File: config.mk
export PLATFORM = sky130hd
export DESIGN_NAME = dmem_arbiter
export DESIGN_NICKNAME = d
export VERILOG_FILES = /design/src/rtl/dmem_arb_pkg.sv /design/src/rtl/dmem_arb_stats.sv /design/src/rtl/dmem_arbiter.sv
export SDC_FILE = /design/constraint.sdc
export NUM_CORES = 1
export LEC_CHECK = 0
export ABC_AREA = 0
export BUFFER_PORTS_ARGS = -buffer_cell sky130_fd_sc_hd__buf_2
export CORE_ASPECT_RATIO = 0.8
export CORE_MARGIN = 1
export CORE_UTILIZATION = 51
export DETAILED_ROUTE_END_ITERATION = 6
export HOLD_SLACK_MARGIN = 0.08
export PLACE_DENSITY_LB_ADDON = 0.12
export REMOVE_ABC_BUFFERS = 1
export SLEW_MARGIN = 20
export SYNTH_ARGS = -nofsm -noshare
export SYNTH_HDL_FRONTEND = slang
export SYNTH_SLANG_ARGS = --single-unit
File: constraint.sdc
create_clock -name clk -period 2.97 [get_ports clk]
set_clock_uncertainty 0.1 [all_clocks]
set_input_delay 0.1485 -clock clk [delete_from_list [all_inputs] [get_ports clk]]
set_output_delay 0.1485 -clock clk [all_outputs]
set_load 0.05 [all_outputs]
File: src/rtl/dmem_arb_pkg.sv
// dmem_arb_pkg
//   Shared types and defaults for the data-memory arbiter slice.
//   - arb_state_t : sequencer states IDLE / XFER / ACK
//   - owner_t     : which port owns the current transfer
//   - *_DEF       : default ADDR_W / DATA_W / MAX_WAIT values
//   - sat_inc16   : 16-bit increment that sticks at 16'hFFFF
package dmem_arb_pkg;

    localparam int ADDR_W_DEF   = 8;
    localparam int DATA_W_DEF   = 8;
    localparam int MAX_WAIT_DEF = 4;

    typedef enum logic [1:0] {
        IDLE = 2'd0,
        XFER = 2'd1,
        ACK  = 2'd2
    } arb_state_t;

    typedef enum logic {
        OWN_CPU  = 1'b0,
        OWN_HOST = 1'b1
    } owner_t;

    function automatic logic [15:0] sat_inc16(input logic [15:0] v);
        return (v == 16'hFFFF) ? v : v + 16'd1;
    endfunction

endpackage

File: src/rtl/dmem_arb_stats.sv
// dmem_arb_stats
//   Three saturating 16-bit event counters for the arbiter.
//   Ports:
//     clk, reset          : clock, asynchronous active-low reset
//     cpu_grant           : strobe, CPU granted a transfer this cycle
//     host_grant          : strobe, host granted a transfer this cycle
//     host_stall          : strobe, host was requesting but the CPU won
//     cpu_grants          : count of cpu_grant strobes
//     host_grants         : count of host_grant strobes
//     host_stall_cycles   : count of host_stall strobes
module dmem_arb_stats
    import dmem_arb_pkg::*;
(
    input  logic        clk,
    input  logic        reset,
    input  logic        cpu_grant,
    input  logic        host_grant,
    input  logic        host_stall,
    output logic [15:0] cpu_grants,
    output logic [15:0] host_grants,
    output logic [15:0] host_stall_cycles
);

    always_ff @(posedge clk or negedge reset) begin
        if (!reset) begin
            cpu_grants        <= 16'd0;
            host_grants       <= 16'd0;
            host_stall_cycles <= 16'd0;
        end else begin
            if (cpu_grant)  cpu_grants        <= sat_inc16(cpu_grants);
            if (host_grant) host_grants       <= sat_inc16(host_grants);
            if (host_stall) host_stall_cycles <= sat_inc16(host_stall_cycles);
        end
    end

endmodule

File: src/rtl/dmem_arbiter.sv
// dmem_arbiter
//   Two-port arbiter/sequencer for the shared data memory. CPU load/store
//   port and host (preload/readback) port are serialised through a
//   three-state FSM (IDLE -> XFER -> ACK) with one registered hold slot.
//   A starvation counter forces the host ahead after MAX_WAIT consecutive
//   CPU grants taken while the host was waiting.
//
//   Handshake: a requester raises *_req with stable we/addr/wdata and holds
//   them until it sees *_ack = 1 for one cycle; it drops req on the edge
//   where it samples the ack. Requests are only sampled in IDLE, so one
//   port gets at most one transfer per 3 cycles.
//
//   Ports:
//     clk, reset                : clock, asynchronous active-low reset
//     cpu_* / host_*            : req, we, addr, wdata in; ack, rdata out
//     mem_addr/mem_we/mem_wdata : memory drive, nonzero only in XFER
//     mem_rdata                 : combinational read data from memory
//     dbg_state                 : current FSM state (arb_state_t encoding)
//   Optional (macro DMEM_ARBITER_STATS_EN):
//     cpu_grants, host_grants, host_stall_cycles : saturating counters
module dmem_arbiter
    import dmem_arb_pkg::*;
#(
    parameter int ADDR_W   = ADDR_W_DEF,
    parameter int DATA_W   = DATA_W_DEF,
    parameter int MAX_WAIT = MAX_WAIT_DEF
) (
    input  logic              clk,
    input  logic              reset,
    input  logic              cpu_req,
    input  logic              cpu_we,
    input  logic [ADDR_W-1:0] cpu_addr,
    input  logic [DATA_W-1:0] cpu_wdata,
    output logic              cpu_ack,
    output logic [DATA_W-1:0] cpu_rdata,
    input  logic              host_req,
    input  logic              host_we,
    input  logic [ADDR_W-1:0] host_addr,
    input  logic [DATA_W-1:0] host_wdata,
    output logic              host_ack,
    output logic [DATA_W-1:0] host_rdata,
    output logic [ADDR_W-1:0] mem_addr,
    output logic              mem_we,
    output logic [DATA_W-1:0] mem_wdata,
    input  logic [DATA_W-1:0] mem_rdata,
    output logic [1:0]        dbg_state
`ifdef DMEM_ARBITER_STATS_EN
   ,output logic [15:0]       cpu_grants,
    output logic [15:0]       host_grants,
    output logic [15:0]       host_stall_cycles
`endif
);

    localparam int              WCW      = $clog2(MAX_WAIT + 1);
    localparam logic [WCW-1:0]  WAIT_MAX = WCW'(MAX_WAIT);

    arb_state_t        state_q, state_d;
    owner_t            owner_q;
    logic              hold_we_q;
    logic [ADDR_W-1:0] hold_addr_q;
    logic [DATA_W-1:0] hold_wdata_q;
    logic [WCW-1:0]    wait_q;

    logic in_idle;
    logic host_win;
    logic grant_host;
    logic grant_cpu;

    assign in_idle    = (state_q == IDLE);
    assign host_win   = host_req && (!cpu_req || (wait_q == WAIT_MAX));
    assign grant_host = in_idle && host_win;
    assign grant_cpu  = in_idle && cpu_req && !host_win;
    assign dbg_state  = state_q;

    // ---------------- FSM: state register ----------------
    always_ff @(posedge clk or negedge reset) begin
        if (!reset) state_q <= IDLE;
        else        state_q <= state_d;
    end

    // ---------------- FSM: next state ----------------
    always_comb begin
        state_d = state_q;
        case (state_q)
            IDLE:    if (cpu_req || host_req) state_d = XFER;
            XFER:    state_d = ACK;
            ACK:     state_d = IDLE;
            default: state_d = IDLE;
        endcase
    end

    // ---------------- FSM: outputs ----------------
    // Memory strobes decode from the registered state only, so reset
    // (which clears state asynchronously) pulls mem_we low at once and
    // an in-flight write never reaches the memory's commit edge.
    always_comb begin
        mem_we    = 1'b0;
        mem_addr  = '0;
        mem_wdata = '0;
        cpu_ack   = 1'b0;
        host_ack  = 1'b0;
        if (state_q == XFER) begin
            mem_we    = hold_we_q;
            mem_addr  = hold_addr_q;
            mem_wdata = hold_wdata_q;
        end
        if (state_q == ACK) begin
            cpu_ack  = (owner_q == OWN_CPU);
            host_ack = (owner_q == OWN_HOST);
        end
    end

    // ---------------- hold slot and owner ----------------
    always_ff @(posedge clk or negedge reset) begin
        if (!reset) begin
            owner_q      <= OWN_CPU;
            hold_we_q    <= 1'b0;
            hold_addr_q  <= '0;
            hold_wdata_q <= '0;
        end else if (grant_host) begin
            owner_q      <= OWN_HOST;
            hold_we_q    <= host_we;
            hold_addr_q  <= host_addr;
            hold_wdata_q <= host_wdata;
        end else if (grant_cpu) begin
            owner_q      <= OWN_CPU;
            hold_we_q    <= cpu_we;
            hold_addr_q  <= cpu_addr;
            hold_wdata_q <= cpu_wdata;
        end
    end

    // ---------------- starvation counter ----------------
    // Counts CPU grants taken while the host is waiting; the host wins
    // outright once it reaches MAX_WAIT. Any IDLE cycle without a host
    // request restarts the count.
    always_ff @(posedge clk or negedge reset) begin
        if (!reset) begin
            wait_q <= '0;
        end else if (in_idle) begin
            if (!host_req || grant_host)
                wait_q <= '0;
            else if (grant_cpu && (wait_q != WAIT_MAX))
                wait_q <= wait_q + 1'b1;
        end
    end

    // ---------------- read data capture ----------------
    // Each port keeps its last read value until its next read completes.
    always_ff @(posedge clk or negedge reset) begin
        if (!reset) begin
            cpu_rdata  <= '0;
            host_rdata <= '0;
        end else if ((state_q == XFER) && !hold_we_q) begin
            if (owner_q == OWN_HOST) host_rdata <= mem_rdata;
            else                     cpu_rdata  <= mem_rdata;
        end
    end

`ifdef DMEM_ARBITER_STATS_EN
    dmem_arb_stats u_stats (
        .clk               (clk),
        .reset             (reset),
        .cpu_grant         (grant_cpu),
        .host_grant        (grant_host),
        .host_stall        (grant_cpu && host_req),
        .cpu_grants        (cpu_grants),
        .host_grants       (host_grants),
        .host_stall_cycles (host_stall_cycles)
    );
`endif

endmodule

==> results.toml <==
[clocking]
clock_latency_ns = 0.29
cts_sinks = 39
cts_made_buffers = 5
htree_num_levels = 2
post_cts_buffers = 0
cts_tree = "yes"
clock_path_buffers = 2
clkTransAtPathRegs_ns = 0.07
holdBufCountCts = 39
cts_resized = 0
clockRootBuffer = "clkbuf_8"

[floorplan]
io_pins = 83
initial_utilization = 0.5471
core_area_um2 = 3495
dieArea_um2 = 3999
die_x_um = 70.46
fp.dieH_um = 56.76
rows = 19

[sta]
final-hold-violation-count = 0
rsz0062_at_grt = "no"
max_freq_mhz = 359.5
finalCritPeriodShare = 0.9365
drv_slew = 0
fin_tns_setup_ns = 0
finalCriticalPeriod_ns = 2.781
setup_viol = 0
max_slew_margin = 0.4351
tightest_slew_ns = 0.8473
worst_slack_ns = 0.1887

[finish]
synthToLayoutAreaGrowth_pct = 47.51
n_antenna_cell = 0
mostFrequentLayoutCell = "buf_2"
final_cell_mix = "buf_2 (82), dlygate4sd3_1 (40), dfrtp_1 (39)"
drive_gt1_frac = 0.3679
final_nets = 346

[critical_path]
setup.worst_path.end_class = "flop"
crit_start = "wait_q[0]"
crit_type = "reg -> reg"
arrival_ns = 2.85
crit_fanout = 21
rr_worst_depth = 6
rr_endpoint = "hold_wdata_q[4]"
cp_data_required_time_ns = 3.04
reg2reg_setup_slack_ns = 0.19
worst_setup_path_start_kind = "flop"
r2r_start = "wait_q[0]"
setup.worst_path.end = "hold_wdata_q[4]"

[synth]
synth_top_area_cell = "dfrtp_1"
syn_area_um2 = 1912
yosys-top-cells-area = "dfrtp_1 (51%), mux2_2 (9.4%), and2_1 (5.6%)"
seq_area_frac_synth = 0.5105
synth.distinct_cells = 28
yosys.area.top_type_share = 0.5105
synth.avg_cell_area_um2 = 10.56
synthCells = 181
yosys_warnings = 0
synth-seq-cells = 39

[route]
finalWirelength_um = 5179
drcViolationCount = 0
wire_per_inst_um = 15.19
vias = 1914
drtIter0Drc = 152
antenna_left = 0
firstDrtPassIters = 5
drt-vias-per-instance = 5.613

[min_path]
min_path_type = "in -> reg"

[global_route]
track_usage = 0.2698
grt_pass1_vias = 1759
grt_antenna_before_repair = 0
grt_pass1_wl_um = 8280
grt_max_degree = 40
grt_overflow = 0

[outcome]
status = "finished clean"

[run]
cap_viol_max_count = 0

[power_and_ir_drop]
power.leakage_nw = 1.405
ir_worst_vdd_v = 0.0009216
powerDensity_nw_per_um2 = 1151

[place]
pre_cts_slack_ns = 0.8676
hpwlAfterDp_um = 3134
portBuffers = 82
place.gp.congestion = 0.7643
[layer usage]
layer	wire length, um	vias to the layer above	track usage
met3	381	13	0.04668
met5	0	-	0
li1	-	889	-
met2	2442	99	0.4272
met4	93	0	0.09714
met1	2261	913	0.3743
[critical path: stages (launching register included)]
cell           delay [ns]
dfrtp_1              0.42
inv_1                0.07
ha_1                 0.14
a21bo_2              0.40
and3_1               0.66
o311ai_0             0.25
dlygate4sd3_1        0.61
[cells in the mapped netlist]
cell type and instances:
dfrtp_1 39, inv_1 21, and2_1 17, nand4_1 17, o21ai_0 17, mux2_2 16
clkbuf_1 9, o311ai_1 9, o311ai_0 8, buf_2 5, and3b_1 2, ha_1 2
nand2_1 2, nor2_1 2, o21ai_1 2, a21bo_2 1, a21o_1 1, and3_1 1
buf_1 1, nand2b_1 1, nor2b_1 1, nor3b_1 1, nor3b_4 1, o2bb2ai_1 1
o31ai_1 1, o32ai_1 1, or2_1 1, or3_1 1
[sequential cells by signal, summed over array words and instances, names as in the netlist]
name and count:
cpu_rdata 8, hold_addr_q 8, hold_wdata_q 8, host_rdata 8, wait_q 3, dbg_state 2, hold_we_q 1, owner_q 1
[worst min-delay path by stage]
stage | from | to | cells past startpoint
3_5_place_dp | reset | cpu_rdata[5] | 1
6_report | cpu_addr[2] | hold_addr_q[2] | 3
5_1_grt | cpu_wdata[5] | hold_wdata_q[5] | 3
4_1_cts | cpu_addr[2] | hold_addr_q[2] | 3
3_3_place_gp | reset | cpu_rdata[5] | 1
2_1_floorplan | reset | cpu_rdata[0] | 0
[final cells by class]
cell class,instances,area (um^2)
clock buffer,7,76.32
timing repair buffer,125,833.3
sequential,39,975.9
clock inverter,1,5.005
inverter,21,78.83
fill,231,674.4
multi-input combinational,106,798.3
tap,42,52.55
[metrics by stage]
stage                     utilization  std cells  total power [mW]  hold slack (ns)  area, um^2
final                          0.8070        341             3.247          0.08391        2820
after global routing           0.8070        341             3.411           0.1067        2820
after CTS                      0.8042        340             3.219          0.08165        2810
after detailed placement       0.6692        293             2.681           0.1980        2338
after global placement         0.6681        293             2.643           0.1994        2335
after floorplan                     -        166             2.231          -0.2471        1849
[cells by family (layout without fill, tap and decap cells)]
kind of cell / count (synthesis) / count (layout) / synth area share
simple gates: 47 / 47 / 0.1584
compound gates: 41 / 41 / 0.1499
fa+ha+maj: 2 / 2 / 0.01309
buf+inv: 36 / 154 / 0.07395
flops: 39 / 39 / 0.5105
mux: 16 / 16 / 0.09424
[report_power, final]
| part | switching, mW | internal [mW] | total [mW] | leakage [nW] |
|---|---|---|---|---|
| Clock | 0.179 | 0.165 | 0.344 | 0.0422 |
| Sequential | 0.143 | 0.792 | 0.935 | 0.475 |
| Combinational | 1.30 | 0.665 | 1.97 | 0.887 |
Note: power is estimated with default switching activity, not from simulation.
